**src/rtl/icache_pkg.sv**
```systemverilog
// Shared definitions for the instruction-cache maintenance controller:
// CHCW field layout, tag entry format and default geometry.
package icache_pkg;

    localparam int TAGAW_DEF = 7;
    localparam int TAGW_DEF  = 28;
    localparam int CNTW_DEF  = 12;

    localparam int CHCW_ICC_BIT = 0;
    localparam int CHCW_ICE_BIT = 1;
    localparam int CHCW_CEC_LSB = 8;
    localparam int CHCW_CEN_LSB = 20;

    typedef struct packed {
        logic [11:0] cen;
        logic [11:0] cec;
        logic [5:0]  rsvd;
        logic        ice;
        logic        icc;
    } chcw_t;

    typedef struct packed {
        logic [3:0]  rsvd;
        logic [1:0]  valid;
        logic [21:0] tag;
    } itag_t;

    typedef enum logic [1:0] {
        S_IDLE,
        S_WAIT,
        S_CLEAR,
        S_DONE
    } maint_state_t;

endpackage

```
**src/rtl/icache_maint_ctl.sv**
```systemverilog
// I$ maintenance sequencer: owns CHCW, runs ICC clears over the tag RAM and
// arbitrates the tag write port between the clear walk and the fill engine.
module icache_maint_ctl
    import icache_pkg::*;
#(
    parameter int TAGAW = TAGAW_DEF,
    parameter int TAGW  = TAGW_DEF,
    parameter int CNTW  = CNTW_DEF
) (
    input  logic             CLK,
    input  logic             RESn,
    input  logic             CE,
    input  logic             chcw_we,
    input  logic [31:0]      chcw_wd,
    output logic [31:0]      chcw_rd,
    output logic             ice,
    output logic             icmaint,
    input  logic             fetch_req,
    output logic             fetch_gnt,
    input  logic             fill_busy,
    input  logic             fill_tag_we,
    input  logic [TAGAW-1:0] fill_tag_a,
    input  logic [TAGW-1:0]  fill_tag_d,
    output logic             tag_we,
    output logic [TAGAW-1:0] tag_a,
    output logic [TAGW-1:0]  tag_d
);

    maint_state_t    state_q, state_d;
    logic            ice_q, ice_d;
    logic            icc_q, icc_d;
    logic            clr_pend_q, clr_pend_d;
    logic            icmaint_q, icmaint_d;
    logic [CNTW-1:0] cen_q, cen_d;
    logic [CNTW-1:0] cec_q, cec_d;
    chcw_t           rd_fields;
    logic            unused_wd_rsvd;

    assign unused_wd_rsvd = ^chcw_wd[CHCW_CEC_LSB-1:CHCW_ICE_BIT+1];

    always_ff @(posedge CLK or negedge RESn) begin
        if (!RESn) begin
            state_q    <= S_IDLE;
            ice_q      <= 1'b0;
            icc_q      <= 1'b0;
            clr_pend_q <= 1'b0;
            icmaint_q  <= 1'b0;
            cen_q      <= '0;
            cec_q      <= '0;
        end else if (CE) begin
            state_q    <= state_d;
            ice_q      <= ice_d;
            icc_q      <= icc_d;
            clr_pend_q <= clr_pend_d;
            icmaint_q  <= icmaint_d;
            cen_q      <= cen_d;
            cec_q      <= cec_d;
        end
    end

    // The DONE bookkeeping is registered on the way into DONE, so a zero-length
    // clear holds icmaint for exactly one cycle.
    always_comb begin
        state_d    = state_q;
        ice_d      = ice_q;
        icc_d      = icc_q;
        clr_pend_d = clr_pend_q;
        icmaint_d  = icmaint_q;
        cen_d      = cen_q;
        cec_d      = cec_q;
        if (chcw_we) begin
            ice_d = chcw_wd[CHCW_ICE_BIT];
        end
        case (state_q)
            S_IDLE: begin
                if (chcw_we && chcw_wd[CHCW_ICC_BIT]) begin
                    cen_d      = chcw_wd[CHCW_CEN_LSB +: CNTW];
                    cec_d      = chcw_wd[CHCW_CEC_LSB +: CNTW];
                    icc_d      = 1'b1;
                    clr_pend_d = 1'b1;
                    state_d    = S_WAIT;
                end
            end
            S_WAIT: begin
                if (!fill_busy && !fill_tag_we) begin
                    icmaint_d = 1'b1;
                    state_d   = S_CLEAR;
                end
            end
            S_CLEAR: begin
                if (cec_q != '0) begin
                    cen_d = cen_q + CNTW'(1);
                    cec_d = cec_q - CNTW'(1);
                end else begin
                    icc_d      = 1'b0;
                    cen_d      = '0;
                    cec_d      = '0;
                    icmaint_d  = 1'b0;
                    clr_pend_d = 1'b0;
                    state_d    = S_DONE;
                end
            end
            S_DONE: begin
                state_d = S_IDLE;
            end
            default: begin
                state_d = S_IDLE;
            end
        endcase
    end

    // The clear walk owns the tag port outright; a stray fill write is dropped.
    always_comb begin
        tag_we = fill_tag_we;
        tag_a  = fill_tag_a;
        tag_d  = fill_tag_d;
        if (state_q == S_CLEAR) begin
            tag_we = CE && (cec_q != '0);
            tag_a  = cen_q[TAGAW-1:0];
            tag_d  = '0;
        end
    end

    always_comb begin
        rd_fields      = '0;
        rd_fields.cen  = cen_q;
        rd_fields.cec  = cec_q;
        rd_fields.ice  = ice_q;
        rd_fields.icc  = icc_q;
    end

    assign chcw_rd   = rd_fields;
    assign ice       = ice_q;
    assign icmaint   = icmaint_q;
    assign fetch_gnt = fetch_req & ~icmaint_q & ~clr_pend_q;

    always @(posedge CLK) begin
        if (RESn && CE) begin
            assert (!((state_q == S_CLEAR) && fill_tag_we));
            assert (!(icmaint && fetch_gnt));
        end
    end

endmodule

```
**config.mk**
```make
export PLATFORM = sky130hd
export DESIGN_NAME = icache_maint_ctl
export DESIGN_NICKNAME = d
export VERILOG_FILES = /design/src/rtl/icache_pkg.sv /design/src/rtl/icache_maint_ctl.sv
export SDC_FILE = /design/constraint.sdc
export NUM_CORES = 1
export LEC_CHECK = 0
export BUFFER_PORTS_ARGS = -buffer_cell sky130_fd_sc_hd__clkbuf_2
export CORE_MARGIN = 2
export CORE_UTILIZATION = 35
export DETAILED_ROUTE_END_ITERATION = 8
export PLACE_DENSITY = 0.69
export SYNTH_ARGS = -nofsm -noshare
export SYNTH_HDL_FRONTEND = slang
export SYNTH_SLANG_ARGS = --single-unit
```
**constraint.sdc**
```tcl
create_clock -name CLK -period 4.1 [get_ports CLK]
set_clock_uncertainty 0.2 [all_clocks]
set_input_delay 0 -clock CLK [delete_from_list [all_inputs] [get_ports CLK]]
set_output_delay 0 -clock CLK [all_outputs]
set_load 0.02 [all_outputs]
```
======== Word-level counts from Yosys, hierarchy flattened ========
Index checks and enable logic that the tools add are counted.
word-level totals
  register bits after elaboration ......... 29
  bits in latches ......................... 0
  bits in writable memories ............... 0
  memory bits (read-only) ................. 0
  output and inout bits ................... 71
  word-level logic and storage cells ...... 50
  memories kept ........................... 0
operators by class
  add/sub/neg operators ................... 2
  multipliers ............................. 0
  divide/modulo/power cells ............... 0
  magnitude comparators ................... 0
  eq/ne operators ......................... 6
  shifts and indexed selects .............. 0
  multiplexer cells ....................... 18
  bitwise gates (word level) .............. 4
  reduce and logical (&&, ||, !) cells .... 14
operator list
  operator                                                               number
  12-bit 2-to-1 mux                                                      4
  12-bit one-hot mux with 2 select lines                                 2
  28-bit 2-to-1 mux                                                      1
  12-bit by 1-bit adder with 12-bit output, second input constant        1
  4-bit AND reduction                                                    3
  12-bit nonzero test                                                    1
  12-bit by 1-bit subtractor with 12-bit output, second input constant   1
  2-bit one-hot mux with 4 select lines                                  1
  7-bit 2-to-1 mux                                                       1
  2-bit 2-to-1 mux                                                       3
  2-bit inequality test, second input constant                           3
  2-bit equality test, second input constant                             2
  1-bit 2-to-1 mux                                                       4
  1-bit one-hot mux with 2 select lines                                  2
  2-bit nonzero test                                                     2
  1-bit logical AND                                                      3
  3-bit AND reduction                                                    1
  1-bit bitwise AND                                                      2
  2-bit by 1-bit equality test with 1-bit output, second input constant  1
  1-bit logical NOT                                                      2
  2-bit logical NOT                                                      1
  1-bit NOT                                                              2
  2-bit AND reduction                                                    1

======== Depth between registers and ports, before layout ========
  depth after elaboration ................. 4
  mapped depth ............................ 10
  depth with buffers taken out ............ 7

======== Worst setup path before layout ========
OpenSTA, ideal clock, no wires.
  kind .................................... flip-flop to flip-flop
  from .................................... reg cec_q[0]
  to ...................................... reg state_q[1]
  library setup time ...................... 0.125 ns
  arrival time ............................ 2.270 ns
  data required time ...................... 3.775 ns
  slack ................................... 1.505 ns
  stages on the path, launching flop included .. 8
  buffers on the path ..................... 0
  path through ............................ dfrtp_1 -> inv_1 -> ha_1 -> or4b_4 -> o41ai_4 -> and3_4 -> nand2_2 -> mux2_4
on the way
  word-level cells in the longest chain between the ends .. 3
RTL lines
  what                                    line                    source
  start, declared                         icache_maint_ctl.sv:35  logic [CNTW-1:0] cec_q, cec_d;
  start signal, assigned                  icache_maint_ctl.sv:49  cec_q <= '0;
  start signal, assigned                  icache_maint_ctl.sv:57  cec_q <= cec_d;
  12-bit nonzero test                     icache_maint_ctl.sv:91  if (cec_q != '0) begin
  2-bit inequality test (no source line)  n/a
  4-bit AND reduction (no source line)    n/a
  end signal, assigned                    icache_maint_ctl.sv:51  state_q <= state_d;
  end, declared                           icache_maint_ctl.sv:29  maint_state_t state_q, state_d;
No other way between the ends.
A chain may end at the register's enable or synchronous reset.

======== Worst setup path after layout ========
  from .................................... reg cec_q[0]
  to ...................................... reg state_q[0]
Same word-level chain as after synthesis.

==> results by group <==
Synthesis
  – Xor/xnor share of the synthesized area: 1.22%
  – Top_reg_cell synth: dfrtp_1
  – Synth Cell Area: 2160 um^2
  – Post-synthesis simple-gate area fraction: 22.9%
  – Post-synthesis sequential area ratio: 33.7%
  – Asr flop ratio synth: 100%
  – Synth unique cells: 51
  – Syn avg cell area: 8.42 um^2
  – Top post-synthesis cells by area: dfrtp_1, nor2b_1, o21ai_0
  – Post-synthesis mux area share: 4.88%
  – Yosys top cell by area: dfrtp_1
  – Synth cell count leaders: dfrtp_1, nor2b_1, o21ai_0
  – Synth Warn #: 0
  – Synth Area in Compound Gates: 24.6%
  – Post-synth EDFFs: 0
  – Adder-cell share of the synthesized area: 4.06%
  – Largest family of logic cells by synthesized area: compound AO/OA/AOI/OAI gates
  – Post-synthesis cell count: 256
  – Yosys top cell area share: 33.7%
  – #FFs+latches synth: 29

Placement
  – IO Port Bufs: 132
  – Post-DP Area: 2840 um^2
  – Post-DP HPWL: 4.84 mm
  – GPL Wtd Cong: 0.871

Clocking
  – CTS buffer count: 5
  – CTS tree: built
  – CTS Sinks: 29
  – Postcts setup bufs: 0
  – Skew-Pair Late Insertion Delay: 0.29 ns
  – CTS Buffer Depth: 2
  – H-tree depth: 2
  – Clock root buffer: clkbuf_8
  – CTS clk-pin slew, worst paths: 0.06 ns

Critical path
  – Max FO, Critical Path: 16
  – Critical Path Start: cec_q[0]
  – Critical Path AT: 3.15 ns
  – Crit path launch type: flip-flop
  – CP Class: flip-flop to flip-flop
  – R2R setup slack: 0.97 ns
  – RR Startpoint: cec_q[0]
  – Critical Path End Type: flip-flop
  – CP required: 4.12 ns
  – Path depth of the worst reg2reg path: 9

Timing
  – RSZ-0062 raised after global routing: no
  – Max Clock Freq: 0.319 GHz
  – Min Hold Slack: 0.0746 ns
  – Final Hold Vio Count: 0
  – Worst Tran Pin Value: 0.750 ns
  – Minimum clock period: 3.13 ns
  – Worst slew margin: 50.0%
  – Setup TNS Final: 0 ns
  – Setup violators final: 0
  – Fin crit share: 76.4%
  – Final Max Slew Viols: 0

Final layout
  – Antenna cells: 0
  – Share of layout cells above drive strength 1: 38.4%
  – Fillers: 569
  – Area Overhead vs Synth: 51.3%
  – Fin util: 55.1%
  – Design area: 3260 um^2
  – Total Nets Final: 494

Drt
  – WL per Instance: 13.9 um
  – Drt total wl: 6.80 mm
  – Vias: 2444
  – Vias per inst: 5.00
  – # DRC: 0
  – Number of routed nets with antenna violations: 0
  – Iter 0 DRT Violations: 124
  – Pre-antenna DRT Iters: 6

Floorplan
  – Core area: 5920 um^2
  – Rows: 28
  – Die H: 82.5 um
  – Starting density of the core: 36.4%
  – Die ar.: 6800 um^2
  – Chip Width: 82.5 um
  – Num ports: 145

Power and ir drop
  – Static Leak: 1.65 nW
  – Worst vdd ir: 0.392 mV
  – Pwr Total: 2.24 mW
  – Pwr/cell area: 686 nW/um^2

Hold path
  – WHS Path Cells: 4
  – Hold crit path type: input port to flip-flop
  – Hold path start: fill_busy

Global route
  – Vias in the first global route: 2285
  – Gr ovfl total: 0
  – Initial antenna violation count: 0
  – Global Route Usage Sum: 20.6%
  – Largest net degree at the start of global routing: 45
  – First-pass GRT wire length: 10.8 mm

Status
  – Status: finished, final reports clean

Job
  – Total of max-cap violations: 0
[worst max-delay path, cell delays in order, from the launching register on]
cell,delay [ns]
dfrtp_1,0.41
inv_1,0.14
ha_1,0.17
or4b_4,0.51
o41ai_4,0.33
buf_4,0.26
and3_4,0.24
a21oi_1,0.07
a41oi_1,0.17
dlygate4sd3_1,0.57
[power by group]
part	internal, mW	total [mW]	leakage [nW]	switching [mW]
Sequential	0.417	0.593	0.356	0.176
Clock	0.152	0.270	0.0542	0.118
Combinational	0.523	1.37	1.24	0.850
[per-layer routing]
layer  track usage (%)  vias up  part of all wire (%)
li1                  -     1218                     -
met1              27.1     1134                    43
met2              34.8       79                    50
met3              2.93       13                   5.1
met4              6.33        0                   1.5
met5                 0        -                     0
[final timing paths]
check                                   to
max in group asynchronous         cec_q[5]
worst min register to register  state_q[1]
worst min-delay path               icmaint
worst max register to register  state_q[0]
min in group asynchronous         cen_q[7]
worst max-delay path            state_q[0]
[sequential cells by signal (all words and copies together) (netlist names)]
signal      flops
icmaint         1
cec_q          12
cen_q          12
ice             1
clr_pend_q      1
state_q         2
[kinds of logic (layout without fill, tap and decap cells)]
logic type	after synthesis	after routing
and+or+nand+nor	90	90
AOI/OAI and AO/OA	77	77
buffers and inverters	40	193
DFF	29	29
muxes	9	9
adders and majority gates	7	7
xor gates and xnor gates	3	3
other	1	6
[metrics by stage]
step / worst slack (ns) / instances
after CTS: 0.999 / 489
after global placement: 1.26 / 449
after floorplan: 1.51 / 261
after global routing: 0.856 / 489
after detailed placement: 1.23 / 449
final: 0.970 / 489
[area by class of cell]
cell class | instances | area (um^2) | area share (%)
Clock buffer | 7 | 96.3 | 2.95
Clock inverter | 1 | 5.00 | 0.153
Inverter | 17 | 63.8 | 1.96
Multi-Input combinational cell | 192 | 1270 | 38.8
Sequential cell | 29 | 726 | 22.2
Tap cell | 75 | 93.8 | 2.88
Timing Repair Buffer | 168 | 1010 | 31.0
[repair_timing]
item	CTS	global route
hold buffers	32	0
gates resized for setup	0	0
endpoints found under the hold margin	56	0
[cell usage in the layout, fill, tap and decap left out, types with 4 or more instances in the layout]
cell,instances
a32oi_1,4
a21oi_1,13
ha_1,7
nor2b_1,29
a22o_1,7
inv_1,17
nor2_1,14
dlygate4sd3_1,32
conb_1,6
mux2_2,8
a22oi_1,4
nor4_1,4
clkbuf_8,7
nand2_1,18
nor3_1,4
clkbuf_2,132
o21ai_0,27
dfrtp_1,29
buf_4,4
No activity file was read; power rests on OpenSTA's default activity.
